===== config.mk =====
export PLATFORM = sky130hd
export DESIGN_NAME = axi4_lite_master
export DESIGN_NICKNAME = d
export VERILOG_FILES = /design/src/rtl/axi4_lite_master.sv
export SDC_FILE = /design/constraint.sdc
export NUM_CORES = 1
export LEC_CHECK = 0
export CAP_MARGIN = 5
export CORE_UTILIZATION = 37
export DETAILED_ROUTE_END_ITERATION = 6
export GPL_ROUTABILITY_DRIVEN = 1
export PLACE_DENSITY = 0.86
export SLEW_MARGIN = 20
export SYNTH_ARGS = -nofsm -noshare
export SYNTH_HDL_FRONTEND = slang
export SYNTH_SLANG_ARGS = --single-unit

===== constraint.sdc =====
create_clock -name clk -period 3.2 [get_ports clk]
set_input_delay 0.8 -clock clk [delete_from_list [all_inputs] [get_ports clk]]
set_output_delay 0.8 -clock clk [all_outputs]
set_load 0.005 [all_outputs]

===== src/rtl/axi4_lite_master.sv =====
// axi4_lite_master: single-outstanding AXI4-Lite initiator driven by a local command port.
// Optional transaction timeout is compiled in with `define AXI_TIMEOUT_EN.
module axi4_lite_master #(
  parameter int unsigned ADDR_BITS      = 8,
  parameter int unsigned TIMEOUT_CYCLES = 1024
) (
  input  logic                 clk,
  input  logic                 rst,
  input  logic                 cmd_valid,
  output logic                 cmd_ready,
  input  logic                 cmd_write,
  input  logic [ADDR_BITS-1:0] cmd_addr,
  input  logic [31:0]          cmd_wdata,
  input  logic [3:0]           cmd_wstrb,
  output logic                 rsp_valid,
  output logic [31:0]          rsp_rdata,
  output logic [1:0]           rsp_resp,
  output logic                 rsp_timeout,
  output logic [ADDR_BITS-1:0] m_axi_awaddr,
  output logic                 m_axi_awvalid,
  input  logic                 m_axi_awready,
  output logic [31:0]          m_axi_wdata,
  output logic [3:0]           m_axi_wstrb,
  output logic                 m_axi_wvalid,
  input  logic                 m_axi_wready,
  input  logic [1:0]           m_axi_bresp,
  input  logic                 m_axi_bvalid,
  output logic                 m_axi_bready,
  output logic [ADDR_BITS-1:0] m_axi_araddr,
  output logic                 m_axi_arvalid,
  input  logic                 m_axi_arready,
  input  logic [31:0]          m_axi_rdata,
  input  logic [1:0]           m_axi_rresp,
  input  logic                 m_axi_rvalid,
  output logic                 m_axi_rready
);

  typedef enum logic [2:0] {
    IDLE,
    WR_ADDR_DATA,
    WR_RESP,
    RD_ADDR,
    RD_DATA
  } state_t;

  state_t               state;
  logic                 rsp_pend;
  logic [ADDR_BITS-1:0] addr_q;
  logic                 aw_fin;
  logic                 w_fin;

  assign m_axi_awaddr = addr_q;
  assign m_axi_araddr = addr_q;

  // Idle is the only state that takes commands; held low while in reset.
  assign cmd_ready = (state == IDLE) && !rst;

  // A write channel is finished once its valid is gone or handshakes now.
  assign aw_fin = !m_axi_awvalid || m_axi_awready;
  assign w_fin  = !m_axi_wvalid || m_axi_wready;

`ifdef AXI_TIMEOUT_EN
  localparam int unsigned CW = $clog2(TIMEOUT_CYCLES) + 1;

  logic [CW-1:0] to_cnt;
  logic          hs;
  logic          expire;

  // Any handshake this cycle counts as progress and beats the timeout.
  always_comb begin
    hs = 1'b0;
    if (state == WR_ADDR_DATA)
      hs = (m_axi_awvalid && m_axi_awready) ||
           (m_axi_wvalid && m_axi_wready);
    if (state == WR_RESP)
      hs = m_axi_bready && m_axi_bvalid;
    if (state == RD_ADDR)
      hs = m_axi_arvalid && m_axi_arready;
    if (state == RD_DATA)
      hs = m_axi_rready && m_axi_rvalid;
    expire = (state != IDLE) && !rsp_pend && !hs &&
             (to_cnt == CW'(TIMEOUT_CYCLES - 2));
  end

  // Cycle counter: cleared on accept, counts every busy cycle.
  always_ff @(posedge clk or posedge rst) begin
    if (rst)
      to_cnt <= '0;
    else if (cmd_valid && cmd_ready)
      to_cnt <= '0;
    else if (state != IDLE)
      to_cnt <= to_cnt + 1'b1;
  end
`else
  // TIMEOUT_CYCLES only matters when the timeout build is selected.
  assign rsp_timeout = 1'b0 & (TIMEOUT_CYCLES == 0);
`endif

  // Transaction FSM with registered AXI and response outputs.
  always_ff @(posedge clk or posedge rst) begin
    if (rst) begin
      state         <= IDLE;
      rsp_pend      <= 1'b0;
      addr_q        <= '0;
      m_axi_wdata   <= '0;
      m_axi_wstrb   <= '0;
      m_axi_awvalid <= 1'b0;
      m_axi_wvalid  <= 1'b0;
      m_axi_bready  <= 1'b0;
      m_axi_arvalid <= 1'b0;
      m_axi_rready  <= 1'b0;
      rsp_valid     <= 1'b0;
      rsp_rdata     <= '0;
      rsp_resp      <= '0;
`ifdef AXI_TIMEOUT_EN
      rsp_timeout   <= 1'b0;
`endif
    end else begin
      rsp_valid <= 1'b0;
      unique case (state)
        IDLE: begin
          if (cmd_valid) begin
            addr_q      <= cmd_addr;
            m_axi_wdata <= cmd_wdata;
            m_axi_wstrb <= cmd_wstrb;
            if (cmd_write) begin
              m_axi_awvalid <= 1'b1;
              m_axi_wvalid  <= 1'b1;
              state         <= WR_ADDR_DATA;
            end else begin
              m_axi_arvalid <= 1'b1;
              state         <= RD_ADDR;
            end
          end
        end
        WR_ADDR_DATA: begin
          if (m_axi_awvalid && m_axi_awready)
            m_axi_awvalid <= 1'b0;
          if (m_axi_wvalid && m_axi_wready)
            m_axi_wvalid <= 1'b0;
          if (aw_fin && w_fin) begin
            m_axi_bready <= 1'b1;
            state        <= WR_RESP;
          end
        end
        WR_RESP: begin
          if (rsp_pend) begin
            rsp_pend  <= 1'b0;
            rsp_valid <= 1'b1;
            state     <= IDLE;
          end else if (m_axi_bvalid) begin
            m_axi_bready <= 1'b0;
            rsp_resp     <= m_axi_bresp;
            rsp_rdata    <= '0;
            rsp_pend     <= 1'b1;
`ifdef AXI_TIMEOUT_EN
            rsp_timeout  <= 1'b0;
`endif
          end
        end
        RD_ADDR: begin
          if (m_axi_arready) begin
            m_axi_arvalid <= 1'b0;
            m_axi_rready  <= 1'b1;
            state         <= RD_DATA;
          end
        end
        RD_DATA: begin
          if (rsp_pend) begin
            rsp_pend  <= 1'b0;
            rsp_valid <= 1'b1;
            state     <= IDLE;
          end else if (m_axi_rvalid) begin
            m_axi_rready <= 1'b0;
            rsp_rdata    <= m_axi_rdata;
            rsp_resp     <= m_axi_rresp;
            rsp_pend     <= 1'b1;
`ifdef AXI_TIMEOUT_EN
            rsp_timeout  <= 1'b0;
`endif
          end
        end
        default: state <= IDLE;
      endcase
`ifdef AXI_TIMEOUT_EN
      if (expire) begin
        m_axi_awvalid <= 1'b0;
        m_axi_wvalid  <= 1'b0;
        m_axi_bready  <= 1'b0;
        m_axi_arvalid <= 1'b0;
        m_axi_rready  <= 1'b0;
        rsp_pend      <= 1'b0;
        rsp_valid     <= 1'b1;
        rsp_timeout   <= 1'b1;
        rsp_resp      <= 2'b10;
        rsp_rdata     <= '0;
        state         <= IDLE;
      end
`endif
    end
  end

endmodule


==> results of run 1 <==
## kinds of logic (layout without fill, tap and decap cells)
| kind of cell | after synthesis | in the layout | share of synthesized area, % |
|---|---|---|---|
| compound gates | 12 | 12 | 2.38 |
| xor+xnor | 1 | 1 | 0.231 |
| buf+inv | 58 | 241 | 8.45 |
| flops | 88 | 88 | 58.1 |
| mux | 82 | 82 | 23.2 |
| other cells | 1 | 1 | 0.0989 |
| simple gates | 56 | 56 | 7.49 |
## state kept, by name, indices dropped and copies added (netlist names), 2 cells and up
signal and count:
m_axi_wdata 32, rsp_rdata 32, m_axi_araddr 8, m_axi_wstrb 4
state 3, rsp_resp 2
## worst paths after layout
check | end | depth (start not counted) | from | slack [ns]
setup / recovery | cmd_ready | 3 | rst | 0.42
hold / removal | rsp_resp[1] | 1 | rsp_resp[1] | 0.51
setup reg to reg | rsp_rdata[17] | 4 | state[1] | 1.05
hold reg to reg | rsp_resp[1] | 1 | rsp_resp[1] | 0.51
max in group asynchronous | m_axi_arvalid | 3 | rst | 1.71
min in group asynchronous | m_axi_wdata[28] | 2 | rst | 0.85
## worst max-delay path, delay by kind of cell
family / cells / cell delay, ns
AND/OR/NAND/NOR: 1 / 0.19
buffers and inverters: 2 / 0.99
## cells in the mapped netlist
| cell | instances | area share, % |
|---|---|---|
| conb_1 | 1 | 0.099 |
| nor4bb_1 | 1 | 0.26 |
| mux2_2 | 48 | 14 |
| buf_2 | 7 | 0.92 |
| inv_1 | 34 | 3.4 |
| o21a_1 | 1 | 0.20 |
| a21boi_0 | 1 | 0.20 |
| nor3b_1 | 2 | 0.40 |
| nor4_1 | 2 | 0.33 |
| a211oi_1 | 1 | 0.20 |
| nor4b_1 | 1 | 0.23 |
| nor2_1 | 2 | 0.20 |
| a21oi_1 | 1 | 0.13 |
| o31ai_1 | 1 | 0.20 |
| nor2b_1 | 2 | 0.33 |
| nand2_1 | 33 | 3.3 |
| a31oi_1 | 2 | 0.33 |
| or3_1 | 1 | 0.17 |
| a21o_1 | 1 | 0.20 |
| nor3b_2 | 1 | 0.33 |
| nor4b_2 | 1 | 0.40 |
| a22o_1 | 2 | 0.46 |
| nand2b_1 | 4 | 0.66 |
| xnor2_1 | 1 | 0.23 |
| dfrtp_1 | 88 | 58 |
| mux2i_1 | 34 | 9.0 |
| nand3_1 | 4 | 0.53 |
| buf_4 | 12 | 2.4 |
| buf_6 | 2 | 0.59 |
| a211oi_2 | 1 | 0.33 |
| buf_8 | 3 | 1.2 |
| o21ai_0 | 1 | 0.13 |
| nand3b_1 | 2 | 0.40 |
## report_power, final
part / total (W) / leakage [nW] / internal, W / switching, W
combinational: 0.00249 / 1.19 / 0.00166 / 0.000830
sequential: 0.00202 / 1.10 / 0.00167 / 0.000357
clock: 0.000689 / 0.0813 / 0.000301 / 0.000388
## per-stage QoR
stage / instance area, um2 / instances
global route: 5870 / 614
finish: 5870 / 614
floorplan: 3790 / 298
CTS: 5870 / 614
detailed placement: 5700 / 598
global placement: 5700 / 598
## cell type report
| type | instances | area [um2] | area share [%] |
|---|---|---|---|
| inverters | 34 | 129 | 2.19 |
| clock inverters | 5 | 32.5 | 0.554 |
| clock buffers | 11 | 141 | 2.41 |
| multi-input cells | 152 | 1290 | 22.0 |
| well taps | 133 | 166 | 2.83 |
| repair buffers | 191 | 1910 | 32.6 |
| flip-flops and latches | 88 | 2200 | 37.5 |
## routing by layer
metal,vias up,wire length (um)
met4,0,122
li1,1327,-
met1,1377,3650
met3,13,667
met2,106,4700
met5,-,0
==> results.yml, run 1 <==
outcome:
  outcome: "complete, no violations"
logic_synthesis:
  synth_cells: 298
  ys_seq_elements: 88
  yosysUniqueCellTypes: 33
  syn_area_um2: 3790
  yosysSeqAreaShare_pct: 58.1
  synth_fp_nets: 387
  avgSynthCellArea_um2: 12.7
  yosys_warnings: 0
timing:
  fmax_mhz: 359
  fin_ws_ns: 0.417
  period_minus_slack_ns: 2.78
  finalSetupViolCount: 0
  hold_slack_ns: 0.512
  slew-limit-headroom_pct: 56.8
  setup_tns_ns: 0
  worst_slew_pin_slew_ns: 0.647
  finalHoldViolCount: 0
  clock_skew_ns: 0.00580
  post-route-period-util_pct: 87.0
  slew_violations: 0
  rsz0062_at_grt: "no"
floorplan:
  num_rows: 36
  dieArea_um2: 10700
  start_util_pct: 38.4
  io_pins: 183
  die_height_um: 103
  die_width_um: 103
  core_area_um2: 9860
clock_tree:
  clk_pin_slew_ns: 0.08
  clock_sink_count: 88
  cts_tree: "built"
  cts_setup_buffers: 0
  cts.path.max_buffers: 2
  cts_hold_buf: 0
  clock_latency_ns: 0.35
  cts_root_buf: "clkbuf_8"
  numCtsBuffers: 9
  htree_levels: 3
  ctsResizeCount: 0
global_route:
  grt_use_total_pct: 17.6
  grt_use_met2_pct: 31.6
  antenna_found_initial: 0
  grt_pass1_wl_um: 14200
  gr-usage-met3_pct: 6.59
  use_met1_pct: 19.6
  grt_overflow_total: 0
  grt_busiest_layer: "met2"
  grt_max_degree: 43
  grt_pass1_vias: 2973
routing:
  first_pass_iters: 4
  drt_iter0_drc: 96
  wirelength_um: 9140
  vias: 2823
  drc: 0
  via_per_inst: 4.60
  wl_per_cell_um: 14.9
  ant_nets: 0
critical_path:
  arrival_ns: 1.98
  path_max_fanout: 2
  timing.critical_path.required_ns: 2.40
  cpMostUsedCell: "clkdlybuf4s50_1"
  crit_path_top_delay_cell: "clkdlybuf4s50_1"
  slowest_delay_ns: 0.55
  crit_path_end_kind: "output port"
  cp_cell_sequence: "clkdlybuf4s50_1, nor4_1, clkdlybuf4s50_1"
  start_kind: "primary input"
  worst-setup-path-type: "primary input to output port"
cells_and_area:
  final_cell_mix: "181 x clkdlybuf4s50_1, 88 x dfrtp_1, 48 x mux2_2"
  final_common_cell: "clkdlybuf4s50_1"
  fill_cells: 806
  drive_gt1_share_pct: 16.0
  final_nets: 565
  area_growth_pct: 55.0
  num_antenna_cells: 0
  finish.utilization_pct: 59.5
flow_run:
  drv_cap: 0
place:
  port_buffers: 181
  dp_hpwl_um: 6950
  gp_congestion: 0.744
  dp_slack_ns: 0.424
power:
  p_leak_nw: 2.36
  powerDensity_nw_per_um2: 885
  p_total_w: 0.00520
  ir_worst_vdd_uv: 483
min_path:
  hold_class: "flip-flop to flip-flop"
Power figures use the tool's default switching activity.
==> run 2, diff against run 1 <==
Settings changed: GPL_TIMING_DRIVEN set to 1.
==> results of run 2 <==
The final DEF is identical to that of run 1; final timing and power are the same.
